<file path="src/rtl/dcpu16_marb.sv">
// dcpu16_marb: round-robin arbiter of NCH strobe/ack masters onto one registered slave port.
// Build macro DCPU16_MARB_TIMEOUT_EN adds a BUSY watchdog that completes the cycle with m_err.
module dcpu16_marb #(
    parameter int AW  = 16,
    parameter int DW  = 16,
    parameter int NCH = 2,
    parameter int TOW = 4
) (
    input  logic              clk,
    input  logic              rst,
    input  logic [NCH*AW-1:0] m_adr,
    input  logic [NCH*DW-1:0] m_dto,
    input  logic [NCH-1:0]    m_stb,
    input  logic [NCH-1:0]    m_wre,
    output logic [DW-1:0]     m_dti,
    output logic [NCH-1:0]    m_ack,
    output logic [NCH-1:0]    m_err,
    output logic [AW-1:0]     s_adr,
    output logic [DW-1:0]     s_dto,
    output logic              s_stb,
    output logic              s_wre,
    input  logic [DW-1:0]     s_dti,
    input  logic              s_ack
);
    localparam int GW = (NCH > 1) ? $clog2(NCH) : 1;

    typedef enum logic [1:0] {IDLE, BUSY, ACK} state_t;

    state_t         r_state, w_state_nxt;
    logic [GW-1:0]  r_last, w_sel;
    logic           w_any, w_grant, w_done, w_tmo;
    logic [NCH-1:0] w_gnt_oh, r_ack;
    logic [AW-1:0]  r_s_adr;
    logic [DW-1:0]  r_s_dto, r_m_dti;
    logic           r_s_stb, r_s_wre;

    if (NCH < 2 || NCH > 8 || TOW < 1) begin : g_bad_cfg
        $error("dcpu16_marb: NCH must be 2..8 and TOW at least 1");
    end

    // Scan from last+NCH down to last+1 so the nearest requester after last wins.
    always_comb begin
        w_any = 1'b0;
        w_sel = r_last;
        for (int k = NCH; k >= 1; k--) begin
            if (m_stb[GW'((int'(r_last) + k) % NCH)]) begin
                w_any = 1'b1;
                w_sel = GW'((int'(r_last) + k) % NCH);
            end
        end
    end

    assign w_gnt_oh = {{(NCH-1){1'b0}}, 1'b1} << r_last;

    always_comb begin
        w_state_nxt = r_state;
        w_grant     = 1'b0;
        w_done      = 1'b0;
        case (r_state)
            IDLE: begin
                if (w_any) begin
                    w_grant     = 1'b1;
                    w_state_nxt = BUSY;
                end
            end
            BUSY: begin
                if (s_ack || w_tmo) begin
                    w_done      = 1'b1;
                    w_state_nxt = ACK;
                end
            end
            ACK:     w_state_nxt = IDLE;
            default: w_state_nxt = IDLE;
        endcase
    end

    always_ff @(posedge clk) begin
        if (rst) r_state <= IDLE;
        else     r_state <= w_state_nxt;
    end

    // r_last doubles as the current grant index while BUSY/ACK.
    always_ff @(posedge clk) begin
        if (rst) begin
            r_last  <= GW'(NCH - 1);
            r_s_adr <= '0;
            r_s_dto <= '0;
            r_s_stb <= 1'b0;
            r_s_wre <= 1'b0;
            r_m_dti <= '0;
            r_ack   <= '0;
        end else begin
            r_ack <= '0;
            if (w_grant) begin
                r_last  <= w_sel;
                r_s_adr <= m_adr[int'(w_sel)*AW +: AW];
                r_s_dto <= m_dto[int'(w_sel)*DW +: DW];
                r_s_wre <= m_wre[w_sel];
                r_s_stb <= 1'b1;
            end
            if (w_done) begin
                r_s_stb <= 1'b0;
                r_ack   <= w_gnt_oh;
                r_m_dti <= s_ack ? s_dti : '0;
            end
        end
    end

`ifdef DCPU16_MARB_TIMEOUT_EN
    logic [TOW-1:0] r_to, w_to_inc;
    logic [NCH-1:0] r_err;

    // Fires when the BUSY cycle now ending is the (2^TOW-1)th; a same-cycle s_ack wins.
    assign w_to_inc = r_to + TOW'(1);
    assign w_tmo    = (r_state == BUSY) && !s_ack && (w_to_inc == {TOW{1'b1}});

    always_ff @(posedge clk) begin
        if (rst) begin
            r_to  <= '0;
            r_err <= '0;
        end else begin
            r_err <= w_tmo ? w_gnt_oh : '0;
            if (w_grant)              r_to <= '0;
            else if (r_state == BUSY) r_to <= w_to_inc;
        end
    end

    assign m_err = r_err;
`else
    assign w_tmo = 1'b0;
    assign m_err = '0;
`endif

    assign s_adr = r_s_adr;
    assign s_dto = r_s_dto;
    assign s_stb = r_s_stb;
    assign s_wre = r_s_wre;
    assign m_dti = r_m_dti;
    assign m_ack = r_ack;
endmodule

</file>
<file path="config.mk">
export PLATFORM = sky130hd
export DESIGN_NAME = dcpu16_marb
export DESIGN_NICKNAME = d
export VERILOG_FILES = /design/src/rtl/dcpu16_marb.sv
export SDC_FILE = /design/constraint.sdc
export NUM_CORES = 1
export LEC_CHECK = 0
export CORE_ASPECT_RATIO = 1.2
export CORE_UTILIZATION = 41
export CTS_CLUSTER_SIZE = 40
export DETAILED_ROUTE_END_ITERATION = 10
export GPL_ROUTABILITY_DRIVEN = 0
export PLACE_DENSITY = 0.86
export SYNTH_ARGS = -nofsm -noshare
export SYNTH_HDL_FRONTEND = slang
export SYNTH_SLANG_ARGS = --single-unit
</file>
<file path="constraint.sdc">
create_clock -name clk -period 3.3 [get_ports clk]
set_clock_uncertainty 0.05 [all_clocks]
set_input_delay 0.495 -clock clk [delete_from_list [all_inputs] [get_ports clk]]
set_output_delay 0.495 -clock clk [all_outputs]
set_load 0.05 [all_outputs]
</file>
=== Yosys cells after proc, flatten, opt, wreduce, memory -nomap -nowiden ===
Index checks and enable logic that the tools add are counted.

* Add/sub/neg operators: 2
* Multiply operators: 0
* Divide/modulo/power cells: 0
* Order comparisons: 3
* Equal/unequal tests: 3
* Shift operators: 3
* Muxes and demuxes: 18
* Bitwise logic cells: 1
* Reduce and logical (&&, ||, !) cells: 4

{| class="wikitable"
|+ Operators with widths
! operator !! number
|-
| 32-bit by 6-bit indexed part select with 16-bit output || 2
|-
| 16-bit two-way mux || 1
|-
| 1-bit two-way mux || 14
|-
| 1-bit by 3-bit less-than comparator with 1-bit output (second input constant) || 2
|-
| 2-bit two-way mux || 2
|-
| 2-bit inequality test (second input constant) || 2
|-
| 2-bit one-hot mux with 2 select lines || 1
|-
| 2-bit OR reduction || 2
|-
| 1-bit adder (second input constant) || 2
|-
| 2-bit by 1-bit equality test with 1-bit output (second input constant) || 1
|-
| 2-bit logical NOT || 1
|-
| 1-bit by 2-bit less-than comparator with 1-bit output (second input constant) || 1
|-
| 2-bit AND reduction || 1
|-
| 1-bit by 1-bit << shifter with 2-bit output (first input constant) || 1
|-
| 1-bit inverter || 1
|}

* Register bits after elaboration: 55
* Latch bits: 0
* Memory bits (writable): 0
* Bits in read-only memories: 0
* Input bits: 87
* Logic and storage cells: 42
* Memories kept: 0

=== Longest topological paths before layout ===
Gate-level depths: netlist of run 1.

* Word-level depth: 8
* Depth in mapped cells: 4
* Gate-level depth less buffers: 2

=== Worst setup path before layout of run 1 ===
Ideal clock, no wire load.

* Kind: input to register
* Start: input rst
* End: register r_m_dti[10], in the netlist m_dti[10]
* Arrival time: 1.302 ns
* Slack: 1.831 ns
* Stages on the path: 4
* Cells stage by stage: buf_2 -> clkinv_1 -> clkbuf_1 -> a32o_1

{| class="wikitable"
|+ RTL lines
! what !! RTL line !! RTL
|-
| start, declared || 10 || <nowiki>input logic rst,</nowiki>
|-
| end signal, assigned || 104 || <nowiki>r_m_dti <= s_ack ? s_dti : '0;</nowiki>
|-
| end, declared || 34 || <nowiki>logic [DW-1:0] r_s_dto, r_m_dti;</nowiki>
|}

No word-level cell between the ends.

=== Worst setup path in the final report of run 1 ===
* Start: input m_stb[0]
* End: register r_s_dto[9], in the netlist s_dto[9]

* Longest elaborated chain between the ends: 6
* Elaborated cells on any way between the ends: 11
* Classes of those cells: shift (1); mux (10)

{| class="wikitable"
|+ RTL lines
! what !! RTL line !! RTL
|-
| start, declared || 13 || <nowiki>input logic [NCH-1:0] m_stb,</nowiki>
|-
| branches (longest 6 deep; another with 32-bit by 6-bit indexed part select with 16-bit output) || - ||
|-
| end signal, assigned || 97 || <nowiki>r_s_dto <= m_dto[int'(w_sel)*DW +: DW];</nowiki>
|-
| end, declared || 34 ||
|}

Several ways; the timed one is not identified. The select of a mux whose other input is x is not followed.
A chain may end at the register's enable or synchronous reset.

==> results of run 1 <==
[Yosys cell counts, drive strengths merged]
library cell / n / area (µm²)
dfxtp: 55 / 1100
mux2i: 34 / 340
inv: 33 / 124
o32ai: 33 / 514
buf: 17 / 111
a32o: 16 / 160
clkbuf: 4 / 15.0
nor2: 2 / 7.51
nor2b: 2 / 12.5
a2111oi: 1 / 8.76
and2: 1 / 6.26
clkinv: 1 / 3.75
conb: 1 / 3.75
nand3b: 1 / 7.51
nor3b: 1 / 12.5
nor4bb: 1 / 10.0
o211a: 1 / 10.0
or4b: 1 / 10.0
[tightest hold or removal path, stage by stage (launching register included)]
cell	delay (ps)
dfxtp_1	320
inv_1	50
o32ai_1	70
[flip-flops by register name, indices dropped and copies added, names as in the netlist]
register and cells:
s_adr 16, s_stb 1, r_state 2, s_dto 16, m_ack 2, r_last 1
s_wre 1, m_dti 16
[layer usage]
metal	vias up	share of wire, %	track usage (%)	wire length, µm
li1	1013	-	-	-
met1	969	40	21.1	2420
met2	90	50	34.9	3030
met3	9	8.4	6.28	508
met4	0	1.6	5.17	95
met5	-	0	0	0
[cell type report]
cell class	count	area (µm²)	area share, %
Clock buffer	5	68.8	1.74
Clock inverter	3	43.8	1.10
Sequential cell	55	1100	27.8
Timing Repair Buffer	142	1400	35.4
Multi-Input combinational cell	96	1120	28.2
Tap cell	80	100	2.52
Inverter	34	128	3.22
[per-stage QoR]
step	instance area (µm²)	cells
2_1_floorplan	2460	206
3_3_place_gp	3850	407
3_5_place_dp	3850	407
4_1_cts	3970	415
5_1_grt	3970	415
6_report	3970	415
[path summary, 6_finish.rpt]
path                                  from       end  slack, ps  cells after the start
worst max-delay path              m_stb[0]  s_dto[9]       1130                      3
worst min-delay path              s_dto[8]  s_dto[8]        430                      2
worst max register to register  r_state[1]  s_dto[9]       1350                      2
worst min register to register    s_dto[8]  s_dto[8]        430                      2
[report_power, final]
| part | total, mW | switching (mW) | internal, mW |
|---|---|---|---|
| registers | 0.757 | 0.0467 | 0.710 |
| clock network | 0.445 | 0.219 | 0.226 |
| logic | 0.530 | 0.281 | 0.249 |
| total | 1.73 | 0.547 | 1.19 |
[cells by family after synthesis]
kind of cell,after synthesis,share of synthesized area (%)
mux,34,13.8
compound gates,51,28.2
other cells,1,0.153
flops,55,44.8
simple gates,9,2.70
buf+inv,55,10.3
==> summary.txt, run 1 <==
Detailed routing
  • Detailed Routing Iterations Pass 1: 4
  • Routed Antenna Nets: 0
  • Wirelength per Cell: 14.6 µm
  • DRC Markers: 0
  • WL final: between 6000 and 7000 µm
  • Starting DRT DRC Count: 73
  • Vias per inst: 5.01
  • Via count: approximately 2100

Synth
  • Mapped Area: about 2500 µm²
  • Post-synthesis sequential area ratio: between 40 and 50%
  • Post-Synthesis Cells: 205
  • Synth Register Bits: 55
  • Avg Cell Area, Syn: 12.0 µm²
  • Ys Warns: 0
  • Distinct cells, synth: 21

Worst setup path
  • CP Data Arrival Time: approximately 2300 ps
  • Critical path peak fanout: 33
  • CP delay by family, top: simple AND/OR/NAND/NOR gates
  • Required time of the critical path: roughly 3500 ps
  • Startpoint Class: input pin
  • Critical path class: input pin to flop
  • CP endpoint kind: flop
  • CP bufs+invs: 1
  • CP max-delay cell: or4b_2
  • Crit-path cells: clkdlybuf4s50_1 > or4b_2 > o32ai_1
  • Crit path largest cell delay: approximately 1100 ps

Clock network
  • Clk pin slew, worst setup/hold paths: about 90 ps
  • CTS tree: done
  • Clk buf depth: 2
  • Clk_lat worst skew: a little over 300 ps
  • Hold_buf cts: 0
  • H-tree Lvls: 2
  • Post-CTS Setup Bufs: 0
  • Clock Tree Root: clkbuf_8
  • Clock Sinks: 55
  • CTS buffer count: 5
  • Cts repair resizes: 0

Timing
  • Setup-failing EPs final: 0
  • Minimum clock period: approximately 2200 ps
  • F_max: approximately 460 MHz
  • RSZ-0062 raised after global routing: no
  • PnR worst setup slack: 1130 ps
  • Measured slew at the worst slew-check pin: between 1000 and 1500 ps
  • Slew headroom: between 20% and 30%
  • Max Transition Viols Final: 0
  • Final hold slack: 433 ps
  • Setup TNS: 0 ps
  • Fin crit share: 65.8%
  • Final Hold Vio Count: 0

Floorplan
  • Row count: 30
  • Core footprint: 5710 µm²
  • Initial Util: between 40% and 50%
  • Full die area: ~6300 µm²
  • Die H: approximately 87 µm
  • Die X: between 70 and 80 µm
  • Top Ports: about 140

GRT
  • Global Route Usage Sum: between 10% and 20%
  • Initial antenna violation count: 0
  • Largest net degree at the start of global routing: 39
  • Global-route wire length before repair: 9380 µm
  • Vias in the first global route: 2025
  • Overflow after GRT: 0

Power and ir drop
  • P per Cell Area: 437 nW/µm²
  • Peak supply drop: between 0.3 and 0.4 mV
  • Total power: about 1.7 mW
  • Leak: 1.57 nW

Job
  • Max_cap viols: 0

Cells and area
  • Area Growth Syn to Fin: 61.3%
  • Nets: 421
  • Antenna Cells: 0
  • Fillers: between 400 and 500
  • Utilization after layout: about 70%
  • Most frequent cells in the layout: clkdlybuf4s50_1, dfxtp_1, mux2i_1, inv_1, o32ai_2
  • Share of cells above drive strength 1: between 10 and 15%
  • Most common cell after layout, fill and taps aside: clkdlybuf4s50_1

Placed design
  • Dpl ws: 797 ps
  • Count of buffers from port buffering: roughly 140
  • Hpwl dp: around 4300 µm

Min path
  • Hold WC Path Type: flop to flop

Outcome
  • Status: completed
Power figures use the tool's default switching activity.
==> inputs of run 2 (changes only) <==
--- a/config.mk
+++ b/config.mk
@@ -6,11 +6,11 @@
 export NUM_CORES = 1
 export LEC_CHECK = 0
 export CORE_ASPECT_RATIO = 1.2
-export CORE_UTILIZATION = 41
+export CORE_UTILIZATION = 34
 export CTS_CLUSTER_SIZE = 40
 export DETAILED_ROUTE_END_ITERATION = 10
 export GPL_ROUTABILITY_DRIVEN = 0
-export PLACE_DENSITY = 0.86
+export PLACE_DENSITY = 0.76
 export SYNTH_ARGS = -nofsm -noshare
 export SYNTH_HDL_FRONTEND = slang
 export SYNTH_SLANG_ARGS = --single-unit
==> constraint.sdc (replaced) <==
create_clock -name clk -period 1.9 [get_ports clk]
set_clock_uncertainty 0.05 [all_clocks]
set_input_delay 0.285 -clock clk [delete_from_list [all_inputs] [get_ports clk]]
set_output_delay 0.285 -clock clk [all_outputs]
set_load 0.05 [all_outputs]
==> run 2 against run 1 <==
Against the previous run: flip-flop and latch count unchanged; die area increased by 20%; register-to-register slack got worse by 1100 ps; sequential power increased by 68%; global-route usage decreased by 3.0 points; total power increased by 67%; combinational power increased by 85%; worst setup slack got worse by 1000 ps; cell area increased by 1.5%; non-clock buffer count increased by 7; wire length about the same; sequential share of layout area decreased by 0.42 points; critical path type is now flop to primary output.
==> summary.txt, run 2 (synthesis gave the netlist of run 1 again) <==
Outcome
  • Status: completed

Power and ir drop
  • Int Power: 1.97 mW
  • Leak: ~1.6 nW
  • P per Cell Area: 718 nW/µm²
  • Gate power share: approximately 34%
  • Total power: slightly below 3 mW
  • Sequential share of power: 44.0%
  • Peak supply drop: 0.421 mV
  • Sw power: about 920 µW
  • Net Sw Frac: 31.9%
  • Clock Power Share: 22.2%

Timing
  • Setup TNS: 0 ps
  • Max Transition Viols Final: 0
  • PnR worst setup slack: around 110 ps
  • Minimum clock period: about 1800 ps
  • F_max: between 500 and 600 MHz
  • Fin crit share: between 90 and 100%
  • Measured slew at the worst slew-check pin: between 500 and 600 ps
  • Setup-failing EPs final: 0
  • Final hold slack: 431 ps
  • RSZ-0062 raised after global routing: no
  • Slew headroom: around two thirds
  • Final Hold Vio Count: 0

Detailed routing
  • Starting DRT DRC Count: 78
  • Wirelength per Cell: between 10 and 15 µm
  • M1 wire length: around 2300 µm
  • Vias per inst: just under 5
  • Routed Antenna Nets: 0
  • WL final: 6050 µm
  • Highest routed layer: met4
  • Via count: approximately 2100
  • Wire length on met2: around 3200 µm
  • Detailed Routing Iterations Pass 1: 4
  • DRC Markers: 0
  • WL met3: approximately 530 µm

Floorplan
  • Die X: about 80 µm
  • Die H: 95.2 µm
  • Full die area: about 7600 µm²
  • Initial Util: a little over a third
  • Top Ports: between 100 and 150
  • Row count: 33
  • Core footprint: between 6000 and 7000 µm²

Worst setup path
  • Reg2Reg Launch Point: r_state[1]
  • Critical path class: flop to primary output
  • CP Data Arrival Time: ~1500 ps
  • CP bufs+invs: 1
  • CP endpoint kind: primary output
  • R2R cell count: 3
  • Startpoint Class: flop
  • CP max-delay cell: clkdlybuf4s50_1
  • Reg-to-reg endpoint: s_dto[8]
  • Required time of the critical path: between 1500 and 2000 ps
  • CP delay by family, top: buffers and inverters
  • Crit-path cells: clkdlybuf4s50_1
  • Crit path largest cell delay: roughly 800 ps
  • WP depth: 1
  • Reg2reg setup slack: around 300 ps
  • Critical path peak fanout: 2
  • Critical path origin: m_dti[11]
  • Critical Path End: m_dti[11]

Clock network
  • Clk pin slew, worst setup/hold paths: 90 ps
  • Post-CTS Setup Bufs: 0
  • Clk buf depth: 2
  • Clk_lat worst skew: roughly 300 ps
  • Clock Tree Root: clkbuf_8
  • Cts repair resizes: 0
  • Clock Sinks: 55
  • CTS buffer count: 5
  • H-tree Lvls: 2
  • Hold_buf cts: 0
  • CTS tree: done

Placed design
  • Count of buffers from port buffering: about 140
  • Hpwl dp: 4500 µm
  • Dpl ws: -24.6 ps

Cells and area
  • Nets: around 430
  • Multi-input logic area: 1120 µm²
  • Most frequent cells in the layout: clkdlybuf4s50_1, dfxtp_1, mux2i_1, inv_1, o32ai_2
  • Most common cell after layout, fill and taps aside: clkdlybuf4s50_1
  • Antenna Cells: 0
  • Area taken by flip-flops and latches: around 1100 µm²
  • Area Growth Syn to Fin: 63.8%
  • Fillers: 600
  • Utilization after layout: 58.4%
  • Share of cells above drive strength 1: about 16%

GRT
  • Overflow after GRT: 0
  • Vias in the first global route: a little over 2000
  • Global-route wire length before repair: 9450 µm
  • Initial antenna violation count: 0
  • Global Route Usage Sum: 16.2%
  • Largest net degree at the start of global routing: 29

Job
  • Max_cap viols: 0

Min path
  • Hold WC Path Type: flop to flop
run 2: power groups by stage:
stage	Clock, mW	Combinational (mW)	Sequential (mW)
after global routing	0.721	1.03	1.29
after detailed placement	0	0.988	1.30
after CTS	0.667	0.991	1.27
after floorplan	0	0.338	1.56
after global placement	0	0.980	1.30
final	0.641	0.978	1.27
run 2: worst min-delay path by stage:
stage | startpoint | endpoint | depth (start not counted)
finish | s_dto[10] | s_dto[10] | 2
global route | rst | s_dto[2] | 4
CTS | s_dto[10] | s_dto[10] | 2
detailed placement | s_dto[10] | s_dto[10] | 2
floorplan | s_ack | r_state[0] | 1
global placement | s_dto[9] | s_dto[9] | 2
run 2: metal layers:
metal | GRT usage (%) | vias to the layer above
met2 | 29.6 | 76
met1 | 17.5 | 963
met4 | 4.55 | 0
met3 | 5.36 | 2
li1 | - | 1025
met5 | 0 | -
run 2: cell type report:
class                   instances  area share [%]
flip-flops and latches         55            27.4
well taps                      87            2.70
inverters                      34            3.17
clock inverters                 1           0.124
multi-input cells              96            27.8
clock buffers                   6            2.05
repair buffers                149            36.8
run 2: metrics by stage:
stage	instance area, µm²	cells
4_1_cts	4030	428
5_1_grt	4030	428
6_report	4030	428
3_3_place_gp	3940	421
2_1_floorplan	2460	206
3_5_place_dp	3940	421
==> inputs of run 3 (changes only) <==
--- a/config.mk
+++ b/config.mk
@@ -6,11 +6,12 @@
 export NUM_CORES = 1
 export LEC_CHECK = 0
 export CORE_ASPECT_RATIO = 1.2
-export CORE_UTILIZATION = 34
+export CORE_UTILIZATION = 45
 export CTS_CLUSTER_SIZE = 40
 export DETAILED_ROUTE_END_ITERATION = 10
+export DONT_BUFFER_PORTS = 1
 export GPL_ROUTABILITY_DRIVEN = 0
-export PLACE_DENSITY = 0.76
+export SLEW_MARGIN = 10
 export SYNTH_ARGS = -nofsm -noshare
 export SYNTH_HDL_FRONTEND = slang
 export SYNTH_SLANG_ARGS = --single-unit
==> run 3 against run 2 <==
Against the previous run: combinational power shrank 54%; die area is 24% lower; via count fell by 22%; wire length shrank 17%; clock-buffer cell count fell by 1; clock power up 39%; largest power group unchanged; critical path depth is 2 higher; sequential power increased by 17%; core utilization fell by 7.1 points; total power down 2.5%; hold slack got worse by 400 ps.
==> summary.txt, run 3 (synthesis gave the netlist of run 1 again) <==
Power and ir drop
  • Clock Power Share: 31.6%
  • Leak: 1.12 nW
  • P per Cell Area: roughly 1000 nW/µm²
  • Gate power share: between 10% and 20%
  • Peak supply drop: 0.736 mV
  • Total power: approximately 2.8 mW
  • Net Sw Frac: a little under a third
  • Int Power: between 1.5 and 2 mW
  • Sw power: 873 µW
  • Sequential share of power: a little over half

Floorplan
  • Die X: ~70 µm
  • Die H: 83.0 µm
  • Full die area: around 5800 µm²
  • Initial Util: 46.7%
  • Core footprint: ~5300 µm²
  • Top Ports: 141
  • Row count: 29

Detailed routing
  • WL final: ~5000 µm
  • Starting DRT DRC Count: 59
  • Routed Antenna Nets: 0
  • Wirelength per Cell: between 15 and 20 µm
  • Detailed Routing Iterations Pass 1: 5
  • Vias per inst: approximately 6
  • DRC Markers: 0
  • Via count: around 1600

Placed design
  • Hpwl dp: around 3600 µm
  • Count of buffers from port buffering: 0
  • Placed instance area: 2560 µm²
  • Cells after DPL: roughly 270

Timing
  • RSZ-0062 raised after global routing: no
  • Final Hold Vio Count: 0
  • Fin crit share: 84.1%
  • F_max: between 600 and 700 MHz
  • Minimum clock period: around 1600 ps
  • Max Transition Viols Final: 0
  • Setup-failing EPs final: 0
  • Slew headroom: a little under three fifths
  • Measured slew at the worst slew-check pin: roughly 640 ps
  • Setup TNS: 0 ps

Cells and area
  • Most frequent cells in the layout: dfxtp_1, mux2i_1, inv_1, o32ai_2, buf_4
  • Nets: 297
  • Area Growth Syn to Fin: 9.77%
  • Most common cell after layout, fill and taps aside: dfxtp_1
  • Post-route insts no fill: about 270
  • Antenna Cells: 0
  • Utilization after layout: 51.3%
  • Final instance area: approximately 2700 µm²
  • Share of cells above drive strength 1: between 20 and 30%

Worst setup path
  • Reg2Reg Launch Point: r_state[1]
  • Startpoint Class: flop
  • R2R cell count: 3
  • CP Data Arrival Time: approximately 1800 ps
  • CP endpoint kind: flop
  • Critical path class: flop to flop
  • Critical path origin: r_state[1]
  • Required time of the critical path: between 2000 and 2500 ps
  • Critical path peak fanout: 16

GRT
  • Global Route Usage Sum: around 17%
  • Largest net degree at the start of global routing: 40
  • Met1 Usage GRT: roughly 17%
  • Initial antenna violation count: 0
  • Overflow after GRT: 0
  • Global-route wire length before repair: roughly 8000 µm
  • Most used routing layer: met2
  • GRT met3 Usage: ~6.2%
  • Vias in the first global route: between 1500 and 2000
  • Grt met2 use: between 30% and 40%

Clock network
  • Cts repair resizes: 0
  • Clk_lat worst skew: 290 ps
  • Clock Sinks: 55
  • Clk pin slew, worst setup/hold paths: approximately 90 ps
  • Post-CTS Setup Bufs: 0
  • Clock Tree Root: clkbuf_8
  • Hold_buf cts: 0
  • CTS tree: done
  • Clk buf depth: 2
  • H-tree Lvls: 2
  • CTS buffer count: 5

Min path
  • Worst Hold Depth: 1
  • Hold WC Path Type: input pin to flop
  • HP Start: rst

Outcome
  • Status: completed

Job
  • Max_cap viols: 0
[run 3: changes by cell type in the layout (fill, tap and decap cells not counted), sizes merged]
| cell | delta |
|---|---|
| clkdlybuf4s50 | -136 |
| clkinvlp | +1 |
| buf | +5 |
| clkbuf | -1 |
| clkinv | -1 |
| bufinv | +2 |
[run 3: through the flow]
stage / hold WS, ps / setup WS [ps]
finish: 25.7 / 303
global route: 15.5 / 238
CTS: 15.7 / 290
detailed placement: 350 / 314
global placement: 335 / 364
floorplan: 352 / 567
[run 3: power groups by stage]
| stage | Sequential (mW) | Combinational (mW) | Clock, mW |
|---|---|---|---|
| final | 1.48 | 0.454 | 0.891 |
| after global routing | 1.49 | 0.488 | 0.956 |
| after CTS | 1.48 | 0.462 | 0.924 |
| after detailed placement | 1.51 | 0.462 | 0 |
| after global placement | 1.50 | 0.442 | 0 |
| after floorplan | 1.56 | 0.338 | 0 |
[run 3: path summary, 6_finish.rpt]
path                 to  slack, ps
max            s_dto[9]        300
min          r_state[0]         30
max reg2reg    s_dto[9]        300
min reg2reg    s_dto[2]        450
[run 3: final cells by class]
type                    instances  area, µm²
repair buffers                 18        135
inverters                      34        128
fillers                       475       2560
multi-input cells              96       1120
well taps                      62       77.6
clock inverters                 3       67.6
flip-flops and latches         55       1100
clock buffers                   5       68.8
[run 3: routing by layer]
layer  routed length (µm)  vias up  share of wire [%]
met5                    0        -                  0
met4                   85        0                1.7
met3                  449        8                8.9
met2                 2740       84                 55
met1                 1740      763                 35
li1                     -      763                  -
[run 3: worst max-delay path, cell delays in order, from the launching register on]
cell and delay (ps):
dfxtp_1 370, or4b_2 700, buf_4 240, o32ai_1 140
